--- src/rtl/pong_pkg.sv ---
// ---------------------------------------------------------------------------
// pong_pkg
//    Shared constants and types for the pong blocks (paddle, ball, VGA).
//    Contents:
//       SCREEN_W / SCREEN_H         visible area in pixels
//       PADDLE_W / PADDLE_Y         paddle width and top row
//       PADDLE_X_MIN / PADDLE_X_MAX travel limits of the paddle left edge
//       game_state_t                IDLE / PLAY / GAME_OVER
// ---------------------------------------------------------------------------
package pong_pkg;

   localparam int SCREEN_W     = 640;
   localparam int SCREEN_H     = 480;
   localparam int PADDLE_W     = 80;
   localparam int PADDLE_Y     = 450;
   localparam int PADDLE_X_MIN = 5;
   localparam int PADDLE_X_MAX = 555;

   typedef enum logic [1:0] {
      IDLE      = 2'd0,
      PLAY      = 2'd1,
      GAME_OVER = 2'd2
   } game_state_t;

endpackage

--- src/rtl/button_edge.sv ---
// ---------------------------------------------------------------------------
// button_edge
//    Registers a level button once per clock and flags its rising edge.
//    Holding the button produces a single pulse.
//    Ports:
//       clk   in   clock
//       rst   in   asynchronous active-high reset (clears the history)
//       btn   in   button level
//       rise  out  high for the tick where btn is 1 and was 0 last tick
// ---------------------------------------------------------------------------
module button_edge (
   input  logic clk,
   input  logic rst,
   input  logic btn,
   output logic rise
);

   logic btn_q_reg;

   always_ff @(posedge clk or posedge rst) begin
      if (rst) begin
         btn_q_reg <= 1'b0;
      end else begin
         btn_q_reg <= btn;
      end
   end

   assign rise = btn & ~btn_q_reg;

endmodule

--- src/rtl/ball_movement.sv ---
// ---------------------------------------------------------------------------
// ball_movement
//    Owns the ball: moves it one pixel per axis per tick, bounces it off the
//    left/right/top walls and the paddle, detects a miss at the bottom, and
//    runs the serve / lives / game-over sequence.
//    Ports:
//       Ball_Clock   in   movement tick
//       reset        in   asynchronous active-high reset
//       serve        in   serve button level (acted on at its rising edge)
//       paddle_x     in   paddle left edge
//       ball_x       out  ball left edge
//       ball_y       out  ball top edge
//       ball_active  out  high while in PLAY
//       hit          out  one-tick pulse on a paddle bounce
//       miss         out  one-tick pulse when the ball reaches the bottom
//       lives_left   out  remaining lives
//       game_over    out  high while in GAME_OVER
// ---------------------------------------------------------------------------
module ball_movement
   import pong_pkg::*;
#(
   parameter int BALL_SIZE = 10,
   parameter int START_X   = 315,
   parameter int START_Y   = 100,
   parameter int LIVES     = 3
) (
   input  logic       Ball_Clock,
   input  logic       reset,
   input  logic       serve,
   input  logic [9:0] paddle_x,
   output logic [9:0] ball_x,
   output logic [9:0] ball_y,
   output logic       ball_active,
   output logic       hit,
   output logic       miss,
   output logic [1:0] lives_left,
   output logic       game_over
);

   localparam logic [9:0] X_MAX   = 10'(SCREEN_W - BALL_SIZE);
   localparam logic [9:0] Y_MAX   = 10'(SCREEN_H - BALL_SIZE);
   localparam logic [9:0] X_START = 10'(START_X);
   localparam logic [9:0] Y_START = 10'(START_Y);
   localparam logic [1:0] LIVES_INIT = 2'(LIVES);

   game_state_t state_reg, state_next;
   logic [9:0]  ball_x_reg, ball_x_next;
   logic [9:0]  ball_y_reg, ball_y_next;
   // Direction flags: 1 means moving towards smaller coordinates.
   logic        dx_neg_reg, dx_neg_next;
   logic        dy_neg_reg, dy_neg_next;
   logic        serve_dir_reg, serve_dir_next;
   logic        hit_reg, hit_next;
   logic        miss_reg, miss_next;
   logic [1:0]  lives_reg, lives_next;
   logic        game_over_reg, game_over_next;

   logic        serve_rise;

   button_edge u_serve_edge (
      .clk  (Ball_Clock),
      .rst  (reset),
      .btn  (serve),
      .rise (serve_rise)
   );

   // Edge sums are 11 bits wide so paddle_x near 1023 cannot wrap the overlap test.
   logic [10:0] ball_right;
   logic [10:0] ball_bottom;
   logic [10:0] paddle_right;
   logic        paddle_overlap;
   logic        at_left, at_right, at_top, at_bottom, on_paddle;

   always_comb begin
      ball_right     = {1'b0, ball_x_reg} + 11'(BALL_SIZE);
      ball_bottom    = {1'b0, ball_y_reg} + 11'(BALL_SIZE);
      paddle_right   = {1'b0, paddle_x} + 11'(PADDLE_W);
      paddle_overlap = (ball_right > {1'b0, paddle_x}) && ({1'b0, ball_x_reg} < paddle_right);
      at_left        =  dx_neg_reg && (ball_x_reg == 10'd0);
      at_right       = !dx_neg_reg && (ball_x_reg == X_MAX);
      at_top         =  dy_neg_reg && (ball_y_reg == 10'd0);
      at_bottom      = !dy_neg_reg && (ball_y_reg == Y_MAX);
      on_paddle      = !dy_neg_reg && (ball_bottom == 11'(PADDLE_Y)) && paddle_overlap;
   end

   always_ff @(posedge Ball_Clock or posedge reset) begin
      if (reset) begin
         state_reg     <= IDLE;
         ball_x_reg    <= X_START;
         ball_y_reg    <= Y_START;
         dx_neg_reg    <= 1'b0;
         dy_neg_reg    <= 1'b0;
         serve_dir_reg <= 1'b0;
         hit_reg       <= 1'b0;
         miss_reg      <= 1'b0;
         lives_reg     <= LIVES_INIT;
         game_over_reg <= 1'b0;
      end else begin
         state_reg     <= state_next;
         ball_x_reg    <= ball_x_next;
         ball_y_reg    <= ball_y_next;
         dx_neg_reg    <= dx_neg_next;
         dy_neg_reg    <= dy_neg_next;
         serve_dir_reg <= serve_dir_next;
         hit_reg       <= hit_next;
         miss_reg      <= miss_next;
         lives_reg     <= lives_next;
         game_over_reg <= game_over_next;
      end
   end

   always_comb begin
      state_next     = state_reg;
      ball_x_next    = ball_x_reg;
      ball_y_next    = ball_y_reg;
      dx_neg_next    = dx_neg_reg;
      dy_neg_next    = dy_neg_reg;
      serve_dir_next = serve_dir_reg;
      hit_next       = 1'b0;
      miss_next      = 1'b0;
      lives_next     = lives_reg;
      game_over_next = game_over_reg;

      unique case (state_reg)
         IDLE: begin
            ball_x_next = X_START;
            ball_y_next = Y_START;
            if (serve_rise) begin
               // Successive serves alternate the horizontal direction.
               dx_neg_next    = serve_dir_reg;
               dy_neg_next    = 1'b0;
               serve_dir_next = ~serve_dir_reg;
               state_next     = PLAY;
            end
         end

         PLAY: begin
            if (at_bottom) begin
               // Direction is kept; the ball just reloads at the start point.
               miss_next   = 1'b1;
               lives_next  = lives_reg - 2'd1;
               ball_x_next = X_START;
               ball_y_next = Y_START;
               if (lives_reg == 2'd1) begin
                  state_next     = GAME_OVER;
                  game_over_next = 1'b1;
               end else begin
                  state_next = IDLE;
               end
            end else begin
               if (at_left) begin
                  dx_neg_next = 1'b0;
               end else if (at_right) begin
                  dx_neg_next = 1'b1;
               end
               if (at_top) begin
                  dy_neg_next = 1'b0;
               end else if (on_paddle) begin
                  dy_neg_next = 1'b1;
                  hit_next    = 1'b1;
               end
               // Move with the freshly bounced direction in the same tick.
               ball_x_next = dx_neg_next ? (ball_x_reg - 10'd1) : (ball_x_reg + 10'd1);
               ball_y_next = dy_neg_next ? (ball_y_reg - 10'd1) : (ball_y_reg + 10'd1);
            end
         end

         GAME_OVER: begin
            ball_x_next = X_START;
            ball_y_next = Y_START;
            if (serve_rise) begin
               lives_next     = LIVES_INIT;
               game_over_next = 1'b0;
               state_next     = IDLE;
            end
         end

         default: begin
            state_next = IDLE;
         end
      endcase
   end

   assign ball_x      = ball_x_reg;
   assign ball_y      = ball_y_reg;
   assign ball_active = (state_reg == PLAY);
   assign hit         = hit_reg;
   assign miss        = miss_reg;
   assign lives_left  = lives_reg;
   assign game_over   = game_over_reg;

endmodule

--- config.mk ---
export PLATFORM = sky130hd
export DESIGN_NAME = ball_movement
export DESIGN_NICKNAME = d
export VERILOG_FILES = /design/src/rtl/pong_pkg.sv /design/src/rtl/button_edge.sv /design/src/rtl/ball_movement.sv
export SDC_FILE = /design/constraint.sdc
export NUM_CORES = 1
export LEC_CHECK = 0
export BUFFER_PORTS_ARGS = -buffer_cell sky130_fd_sc_hd__buf_4
export CAP_MARGIN = 40
export CORE_MARGIN = 5
export CORE_UTILIZATION = 24
export DETAILED_ROUTE_END_ITERATION = 10
export SYNTH_ARGS = -nofsm -noshare
export SYNTH_HDL_FRONTEND = slang
export SYNTH_HIERARCHICAL = 1
export SYNTH_SLANG_ARGS = --single-unit
--- constraint.sdc ---
create_clock -name Ball_Clock -period 11.5 [get_ports Ball_Clock]
set_input_delay 0 -clock Ball_Clock [delete_from_list [all_inputs] [get_ports Ball_Clock]]
set_output_delay 0 -clock Ball_Clock [all_outputs]
set_load 0.02 [all_outputs]
-- Yosys cells after proc, flatten, opt, wreduce, memory -nomap -nowiden
Cells that the tools add are included.
- magnitude comparators: 2
- mux-type cells: 37
- equality and inequality tests: 11
- bitwise operators: 3
- $add $sub $neg: 8
- reduce and logical (&&, ||, !) cells: 21
- operator list (kind ; number):
    10-bit 2-to-1 mux ; 4
    10-bit case mux with 2 select lines ; 2
    10-bit by 4-bit adder with 11-bit output, second input constant ; 2
    10-bit by 1-bit adder with 10-bit output, second input constant ; 2
    10-bit zero test ; 2
    1-bit 2-to-1 mux ; 20
    10-bit by 1-bit subtractor with 10-bit output, second input constant ; 2
    2-bit 2-to-1 mux ; 6
    10-bit by 7-bit adder with 11-bit output, second input constant ; 1
    11-bit by 9-bit equality test with 1-bit output, second input constant ; 1
    11-bit by 10-bit greater-than comparator with 1-bit output ; 1
    10-bit by 11-bit less-than comparator with 1-bit output ; 1
    10-bit equality test, second input constant ; 1
    10-bit by 9-bit equality test with 1-bit output, second input constant ; 1
    3-bit AND reduction ; 3
    1-bit logical AND ; 7
    2-bit != test, second input constant ; 3
    1-bit case mux with 2 select lines ; 3
    2-bit case mux with 3 select lines ; 1
    2-bit nonzero test ; 3
    2-bit by 1-bit equality test with 1-bit output, second input constant ; 2
    2-bit by 1-bit != test with 1-bit output, second input constant ; 2
    2-bit case mux with 2 select lines ; 1
    4-bit AND reduction ; 1
    other kinds (8) ; 10
- bits of input ports: 13
- flip-flop bits (word level): 31
- word-level logic and storage cells: 93

-- Longest topological paths before layout
Gate-level depths: netlist (run 1).
- depth after elaboration: 11
- mapped depth: 17
- gate-level depth less buffers: 17

-- Cells and area by module
The synthesis (run 1) kept the hierarchy.
- modules (own cells, without submodules) (module ; sequential area each (um^2) ; cells each ; area each (um^2) ; instances):
    ball_movement ; 764.5 ; 312 ; 2677.6 ; 1
    button_edge ; 25.0 ; 3 ; 42.5 ; 1

-- Worst setup path after synthesis (run 1)
OpenSTA, ideal clock, no wires.
- path type: register -> register
- from: register ball_x_reg[4] (netlist: ball_x[4])
- to: register ball_y_reg[9] (netlist: ball_y[9])
- data required time: 11422 ps
- stages on the path, launching flop included: 18
- clock period less this slack: 4173 ps
- path buffers: 0
- arrival: 4095 ps
- path slack: 7327 ps
- cells stage by stage: dfstp_2 > and3_1 > o21ai_0 > xnor2_1 > ha_1 > nand4_1 > a211oi_1 > or4_1 > o2111ai_2 > nand2_1 > ha_1 > a21oi_1 > o211ai_1 > o41ai_1 > o21ai_0 > a21o_1 > a211oi_2 > o21bai_1
- longest elaborated chain between the ends: 11
- elaborated cells on any way between the ends: 12
- classes of those cells: add/sub (1); order compare (2); mux (7); reduce/logical (2)
- RTL lines (item ; line ; RTL):
    from (decl) ; ball_movement.sv:47 ; logic [9:0] ball_x_reg, ball_x_next;
    from (signal assigned) ; ball_movement.sv:100 ; ball_x_reg <= ball_x_next;
    10-bit by 4-bit adder with 11-bit output ; ball_movement.sv:75 ; ball_right = {1'b0, ball_x_reg} + 11'(BALL_SIZE);
    11-bit by 10-bit greater-than comparator with 1-bit output ; ball_movement.sv:78 ; paddle_overlap = (ball_right > {1'b0, paddle_x}) && ({1'b0, ball_x_reg} < paddle_right);
    1-bit logical AND * ; ball_movement.sv:78 ;
    1-bit logical AND * ; ball_movement.sv:83 ; on_paddle = !dy_neg_reg && (ball_bottom == 11'(PADDLE_Y)) && paddle_overlap;
    1-bit 2-to-1 mux * ; ball_movement.sv:158 ; end else if (on_paddle) begin
    1-bit 2-to-1 mux * ; ball_movement.sv:156 ; if (at_top) begin
    1-bit 2-to-1 mux * ; ball_movement.sv:138 ; if (at_bottom) begin
    1-bit 2-to-1 mux * ; ball_movement.sv:124 ; unique case (state_reg)
    10-bit 2-to-1 mux * ; ball_movement.sv:164 ; ball_y_next = dy_neg_next ? (ball_y_reg - 10'd1) : (ball_y_reg + 10'd1);
    10-bit 2-to-1 mux * ; ball_movement.sv:138 ;
    10-bit case mux with 2 select lines * ; ball_movement.sv:124 ;
    to (signal assigned) ; ball_movement.sv:101 ; ball_y_reg <= ball_y_next;
    to (decl) ; ball_movement.sv:48 ; logic [9:0] ball_y_reg, ball_y_next;
Every way passes the cells marked *; elsewhere a longest branch is shown, timed or not. The select of a mux whose other input is x is not followed.
A chain may end at the register's enable or synchronous reset.

-- Worst setup path in the final report (run 1)
- from: register ball_x_reg[5] (netlist: ball_x[5])
- to: register ball_y_reg[9] (netlist: ball_y[9])
The elaborated chain is that of the path after synthesis.

==> out/summary.txt, run 1 <==
status -> finished, final reports clean
hold buffer count at cts -> 2
CTS buffer count -> 5
Synth area leaders -> dfrtp_1 (18%), ha_1 (18%), dfstp_2 (11%), xnor2_1 (5.5%), a21oi_1 (5.2%)
kind of critical path -> reg2reg
DIE WIDTH -> 116 um
Initial Util -> 0.248
leakage -> 1.52 nW
endpoint class of the critical path -> register
vias in the first global route -> 2502
WP data required -> 11.70 ns
synthesis-to-layout area growth -> 23.1%
Root Buffer -> clkbuf_16
# Post-CTS Setup Buffers -> 0
flop2flop setup slack -> 6.84 ns
FMAX -> 214 MHz
ANT cells -> 0
worst slew pin tran -> 0.603 ns
Yosys Warn Count -> 6
Post-Syn Area -> 2720 um2
# DRC -> 0
PD cells -> 276 nW/um2
Post-synth ARST share -> 1.00
Buf/Inv on CP -> 0
Detailed Place HPWL -> 5.40 mm
layout cell share with drive strength beyond 1 -> 0.188
final cycle utilization of the critical path -> 0.406
RSZ-0062 raised after global routing -> false
Worst Hold Slack -> 0.133 ns
syn_nets -> 369
grt total ovfl -> 0
drt wl/cell -> 14.2 um
die area -> 13600 um2
Die H -> 116 um
Tmin final -> 4.66 ns
top_reg_cell synth -> dfrtp_1
area leader, netlist -> dfrtp_1
# setup viols final -> 0
max-capacitance violation count -> 0
GRT Util Overall -> 0.108
Setup Slack @ Placement -> 6.90 ns
htree depth -> 2
most frequent cells after synthesis -> ha_1 (39), nand2_1 (32), a21oi_1 (28), nor2_1 (28), inv_1 (27)
number of distinct library cells after synthesis -> 51
area of the multi-input gates -> 1810 um2
register area share after synthesis -> 0.290
Fin. Hold Viols -> 0
Mapped Cells -> 315
max incr delay on CP -> 0.63 ns
Synth Area per Inst -> 8.64 um2
Cell Chain, Critical Path -> and3_1, o21ai_0, xnor2_1, ha_1, nand4_1, o21ai_0, or4_1, o2111ai_2, nand2_1, ha_1, a21oi_1, o211ai_1, o41ai_1, o21ai_0, a21o_1, a211oi_2, o21bai_1
GPL Wtd Cong -> 0.858
Final Net Count -> 414
clock sinks -> 31
DRT iter0 DRCs -> 127
CTS Buffer Depth -> 2
setup tns final -> 0 ns
final worst slack -> 6.84 ns
antenna violations before repair -> 0
Yosys reg bits -> 31
share of the synthesized area in the top cell type -> 0.184
Reg area -> 790 um2
IO buf count -> 38
CP Launch Type -> register
Hold WC Path Type -> in2async
worst skew pair latency -> 0.27 ns
crit-path max FO -> 10
CTS tree -> yes
Crit path arrival time -> 4.87 ns
via/cell ratio -> 4.80
Fin Clk Skew -> 0.00695 ns
boundary pin count -> 39
Routed WL -> 7.11 mm
Post-DRT Antenna Nets -> 0
most frequent CP cell -> o21ai_0
pin count of the biggest net entering global routing -> 31
post-CTS sizing -> 0
Core ar. -> 11000 um2
Worst VDD drop -> 160 uV
layout filler cell count -> 1165
CTS clk-pin slew, worst paths -> 0.05 ns
first-pass GRT wire length -> 11.7 mm
First-pass DRT Iterations -> 4
Post-synth EDFFs -> 0
Slew Viols, Final -> 0
Site Rows -> 38
Top delay family on crit path -> compound AO/OA/AOI/OAI gates
Crit-path slowest cell -> dfstp_2
worst rel slew slack -> 0.593
cell with the most instances after synthesis -> ha_1
total number of vias -> 2407
==> cell usage in the layout, fill, tap and decap left out, drive strengths merged, types with 5 or more instances in the layout <==
cell	n
ha	39
nor2	28
o21bai	6
inv	27
nor3	7
nand3	8
nand2	32
clkbuf	7
dfrtp	20
o21ai	22
a211oi	5
dfstp	11
buf	40
xnor2	17
a21oi	28
xor2	9
==> cells by family (layout without fill, tap and decap cells) <==
logic type	after synthesis	count (layout)	synth area share
AND/OR/NAND/NOR	98	98	0.174
AO/OA/AOI/OAI	86	86	0.207
adder cells (fa/ha/maj)	41	41	0.194
flip-flops	31	31	0.290
buffers and inverters	31	77	0.0428
XOR/XNOR	26	26	0.0837
multiplexers	2	2	0.00782
==> per-stage QoR <==
stage / cells / area [um2] / utilization / total power [W]
after global routing: 501 / 3350 / 0.305 / 0.00101
final: 501 / 3350 / 0.305 / 0.000926
after global placement: 490 / 3170 / 0.289 / 0.000783
after detailed placement: 491 / 3180 / 0.290 / 0.000795
after CTS: 501 / 3350 / 0.305 / 0.000934
after floorplan: 315 / 2720 / - / 0.000634
==> worst min-delay path, cell delays in order <==
cell and delay [ns]:
dlygate4sd3_1 0.54, buf_4 0.14, inv_1 0.05
==> metal layers <==
layer / vias to the layer above / global-route usage / share of wire
met1: 1117 / 0.145 / 0.48
met3: 4 / 0.0264 / 0.077
met2: 67 / 0.167 / 0.43
met5: - / 0 / 0
li1: 1219 / - / -
met4: 0 / 0.0402 / 0.0059
==> power breakdown <==
group	switching [W]	total, W	leakage [nW]	internal (W)
Sequential	0.0000812	0.000246	0.365	0.000165
Clock	0.0000459	0.000132	0.0739	0.0000857
Combinational	0.000295	0.000548	1.08	0.000253
==> final timing paths <==
path | start | endpoint | cells past startpoint
setup / recovery | ball_x[5] | ball_y[9] | 17
hold / removal | reset | u_serve_edge/btn_q_reg | 3
setup reg to reg | ball_x[5] | ball_y[9] | 17
hold reg to reg | serve_dir_reg | serve_dir_reg | 1
max in group asynchronous | reset | ball_x[1] | 4
min in group Ball_Clock | paddle_x[8] | hit | 5
==> layout make-up <==
type,instances,share of cell area
Multi-Input combinational cell,253,0.542
Sequential cell,31,0.236
Timing Repair Buffer,42,0.0957
Tap cell,140,0.0523
Clock buffer,7,0.0426
Inverter,27,0.0303
Clock inverter,1,0.00149
(Power assumes the default switching activity.)
==> run 2, diff against run 1 <==
Clock period 11.5 ns to 4.9 ns, I/O delays scaled along.
==> run 2 against run 1 <==
Global-route usage increased by 0.16 points. Critical path depth stayed put. Combinational power is 140% higher. Non-clock buffer count up 1. Clock skew shrank 0.0044 ns. Clock power grew 150%.
==> out/summary.txt, run 2 (same netlist as run 1, synthesis figures left out) <==
placed cell count -> 492
die area -> 13600 um2
Tmin final -> 4.50 ns
worst rel slew slack -> 0.552
Final Net Count -> 415
WP data required -> 5.10 ns
kind of critical path -> reg2reg
Hold WC Path Type -> in2async
Routed WL -> 7.25 mm
CTS clk-pin slew, worst paths -> 0.05 ns
total number of vias -> 2416
Detailed Place HPWL -> 5.49 mm
Non-Filler Instances -> 502
# DRC -> 0
RSZ-0062 raised after global routing -> false
First-pass DRT Iterations -> 4
# Post-CTS Setup Buffers -> 0
max-capacitance violation count -> 0
GRT Util Overall -> 0.109
worst slew pin tran -> 0.663 ns
DRT iter0 DRCs -> 128
clock sinks -> 31
leakage -> 1.54 nW
CP Launch Type -> register
synthesis-to-layout area growth -> 24.2%
most frequent cells in the layout -> buf_4 (41), ha_1 (39), nand2_1 (31), nor2_1 (28)
Initial Util -> 0.248
worst skew pair latency -> 0.27 ns
Worst Hold Slack -> 0.134 ns
Die H -> 116 um
commonest non-fill, non-tap cell in the layout -> buf_4
pin count of the biggest net entering global routing -> 31
vias in the first global route -> 2450
boundary pin count -> 39
Root Buffer -> clkbuf_16
Site Rows -> 38
# setup viols final -> 0
Post-DRT Antenna Nets -> 0
drt wl/cell -> 14.4 um
setup tns final -> 0 ns
ANT cells -> 0
fin util -> 0.308
Fin. Hold Viols -> 0
Worst VDD drop -> 367 uV
Fin Clk Skew -> 0.00256 ns
FMAX -> 222 MHz
PD cells -> 655 nW/um2
htree depth -> 2
CTS Buffer Depth -> 2
Crit path arrival time -> 4.70 ns
via/cell ratio -> 4.81
IO buf count -> 38
Core ar. -> 11000 um2
endpoint class of the critical path -> register
crit-path max FO -> 10
first-pass GRT wire length -> 11.9 mm
grt total ovfl -> 0
Slew Viols, Final -> 0
DIE WIDTH -> 116 um
antenna violations before repair -> 0
status -> finished, final reports clean
CTS buffer count -> 5
final cycle utilization of the critical path -> 0.919
CTS tree -> yes
GPL Wtd Cong -> 0.856
layout cell share with drive strength beyond 1 -> 0.199
run 2: what timing repair did:
action                                 4_1_cts  5_1_grt
resized for setup                            0        3
endpoints found under the hold margin       21        0
setup endpoints to repair                    0        1
hold buffers                                 2        0
run 2: worst max-delay path: stages (launching register included):
cell       delay [ns]
dfstp_2          0.63
and3_1           0.24
o21ai_0          0.12
xnor2_1          0.14
ha_1             0.30
nand4_1          0.14
o21ai_0          0.13
or4_1            0.53
o2111ai_2        0.18
nand2_2          0.22
ha_1             0.36
a21oi_1          0.20
o211ai_1         0.17
o41ai_2          0.33
o21ai_0          0.19
a21o_1           0.20
a211oi_2         0.21
o21bai_1         0.13
run 2: power breakdown:
| part | internal, W | switching [W] |
|---|---|---|
| combinational | 0.000605 | 0.000706 |
| clock | 0.000216 | 0.000111 |
| sequential | 0.000386 | 0.000188 |
| total | 0.00121 | 0.00101 |
run 2: worst paths after layout:
kind / to / cells past startpoint / from / slack, ns
hold / removal: u_serve_edge/btn_q_reg / 3 / reset / 0.13
setup / recovery: ball_y[9] / 17 / ball_x[5] / 0.40
min in group Ball_Clock: u_serve_edge/btn_q_reg / 2 / serve / 0.41
max in group asynchronous: ball_x[3] / 4 / reset / 4.19
setup reg to reg: ball_y[9] / 17 / ball_x[5] / 0.40
hold reg to reg: serve_dir_reg / 1 / serve_dir_reg / 0.47
run 2: cell type report:
| type | count | area, um2 |
|---|---|---|
| flip-flops and latches | 31 | 790 |
| inverters | 27 | 101 |
| multi-input cells | 253 | 1830 |
| repair buffers | 43 | 328 |
| clock buffers | 8 | 156 |
| fillers | 1163 | 7600 |
| well taps | 140 | 175 |
run 2: metal layers:
layer / global-route usage / vias to the layer above / routed length (um)
met3: 0.0207 / 14 / 351
met5: 0 / - / 0
met2: 0.170 / 54 / 3140
li1: - / 1217 / -
met1: 0.152 / 1131 / 3620
met4: 0.0356 / 0 / 146
run 2: metrics by stage:
stage	area, um2	worst slack (ns)	power [W]
CTS	3360	0.228	0.00222
global route	3380	0.0919	0.00241
detailed placement	3190	0.234	0.00188
floorplan	2720	0.727	0.00149
finish	3380	0.398	0.00221
global placement	3180	0.449	0.00184
==> run 3, diff against run 2 <==
Settings changed: RECOVER_POWER set to 50.
==> run 3 against run 2 <==
The run now ends with max-capacitance violations, max-slew violations left. Sequential cell count unchanged. Sequential power about the same. Largest cell class unchanged. Clock power hardly changed. Final cell count stayed put.
==> out/summary.txt, run 3 (same netlist as run 1, synthesis figures left out) <==
status -> finished with violations
failing checks -> max-capacitance violations, max-slew violations
Post-DRT Antenna Nets -> 0
Initial Util -> 0.248
worst slew pin tran -> 1.70 ns
DRT iter0 DRCs -> 129
CP Launch Type -> register
# DRC -> 0
Slew Viols, Final -> 31
max incr delay on CP -> 0.63 ns
CTS tree -> yes
Site Rows -> 38
Reg2Reg Launch Point -> ball_x[5]
most frequent cells in the layout -> ha_1 (39), nand2_1 (31), nor2_1 (28)
Hold WC Path Type -> in2async
die area -> 13600 um2
Fin Clk Skew -> 0.00254 ns
Detailed Place HPWL -> 5.49 mm
commonest non-fill, non-tap cell in the layout -> ha_1
First-pass DRT Iterations -> 4
Cell Chain, Critical Path -> and3_1, o21ai_0, xnor2_1, ha_1, nand4_1, o21ai_0, or4_1, o2111ai_2, nand2_2, ha_1, a21oi_1, o211ai_1, o41ai_2, o21ai_0, a21o_1, a211oi_2, o21bai_1
Worst Hold Slack -> 0.107 ns
leakage -> 1.49 nW
boundary pin count -> 39
# setup viols final -> 0
Routed WL -> 7.25 mm
Root Buffer -> clkbuf_16
endpoint class of the critical path -> register
GRT Util Overall -> 0.109
Non-Filler Instances -> 502
drt wl/cell -> 14.4 um
Final Net Count -> 415
ANT cells -> 0
RSZ-0062 raised after global routing -> false
CTS Buffer Depth -> 2
vias in the first global route -> 2450
total number of vias -> 2417
kind of critical path -> reg2reg
clock sinks -> 31
WP data required -> 5.10 ns
GPL Wtd Cong -> 0.856
R2R depth -> 17
final worst slack -> 0.399 ns
CTS buffer count -> 5
layout cell share with drive strength beyond 1 -> 0.163
CTS clk-pin slew, worst paths -> 0.05 ns
grt total ovfl -> 0
Tmin final -> 4.50 ns
first-pass GRT wire length -> 11.9 mm
synthesis-to-layout area growth -> 22.4%
final cycle utilization of the critical path -> 0.919
# Post-CTS Setup Buffers -> 0
IO buf count -> 38
worst skew pair latency -> 0.27 ns
FMAX -> 222 MHz
Fin. Hold Viols -> 0
flop2flop setup slack -> 0.40 ns
max-capacitance violation count -> 1
setup tns final -> 0 ns
antenna violations before repair -> 0
Worst VDD drop -> 335 uV
Core ar. -> 11000 um2
Crit-path slowest cell -> dfstp_2
worst rel slew slack -> -0.136
pin count of the biggest net entering global routing -> 31
via/cell ratio -> 4.81
Worst Setup SP -> ball_x[5]
Crit path arrival time -> 4.70 ns
Setup Slack @ Placement -> 0.234 ns
Reg2Reg Capture Point -> ball_y[9]
Die H -> 116 um
Worst setup endpoint -> ball_y[9]
fin util -> 0.303
PD cells -> 658 nW/um2
most frequent CP cell -> o21ai_0
htree depth -> 2
crit-path max FO -> 10
placed cell count -> 492
DIE WIDTH -> 116 um
-- run 3: changes by cell type in the layout (fill, tap and decap cells not counted), sizes merged --
cell    change
buf        -14
clkbuf     +14
-- run 3: timing repair --
action                                  in CTS  in global routing
resized for setup                            0                  3
hold buffers                                 2                  0
hold endpoints to repair                    21                  0
endpoints found under the setup margin       0                  1
-- run 3: layout make-up --
type                       count  area, um2
clock buffer                   8        156
fill                        1166       7650
inverter                      27        101
multi-input combinational    253       1830
sequential                    31        790
tap                          140        175
timing repair buffer          43        279
-- run 3: how the worst min path moves through the flow --
stage	start	endpoint	slack, ns	depth (start not counted)
CTS	reset	u_serve_edge/btn_q_reg	0.14	3
finish	reset	u_serve_edge/btn_q_reg	0.11	3
floorplan	reset	u_serve_edge/btn_q_reg	-0.27	1
global placement	reset	u_serve_edge/btn_q_reg	-0.15	2
global route	reset	u_serve_edge/btn_q_reg	0.15	3
detailed placement	reset	u_serve_edge/btn_q_reg	-0.14	2
-- run 3: through the flow --
stage | cell area [um2] | total power [W]
final | 3330 | 0.00219
after floorplan | 2720 | 0.00149
after global placement | 3180 | 0.00184
after CTS | 3360 | 0.00222
after detailed placement | 3190 | 0.00188
after global routing | 3330 | 0.00239
-- run 3: critical path: cells and delay by family (launching register included) --
| family | cells | cell delay (ns) |
|---|---|---|
| adder cells (fa/ha/maj) | 2 | 0.66 |
| flip-flops | 1 | 0.63 |
| AND/OR/NAND/NOR | 4 | 1.13 |
| XOR/XNOR | 1 | 0.14 |
| AO/OA/AOI/OAI | 10 | 1.87 |
-- run 3: report_power, final --
part           internal [W]  total [W]  switching, W
Clock              0.000216   0.000327      0.000111
Sequential         0.000386   0.000572      0.000186
Combinational      0.000585    0.00129      0.000706
Total               0.00119    0.00219       0.00100
-- run 3: routing by layer --
layer	vias up	track usage	part of all wire
li1	1216	-	-
met1	1133	0.152	0.50
met3	14	0.0207	0.050
met4	0	0.0356	0.020
met2	54	0.170	0.43
met5	-	0	0
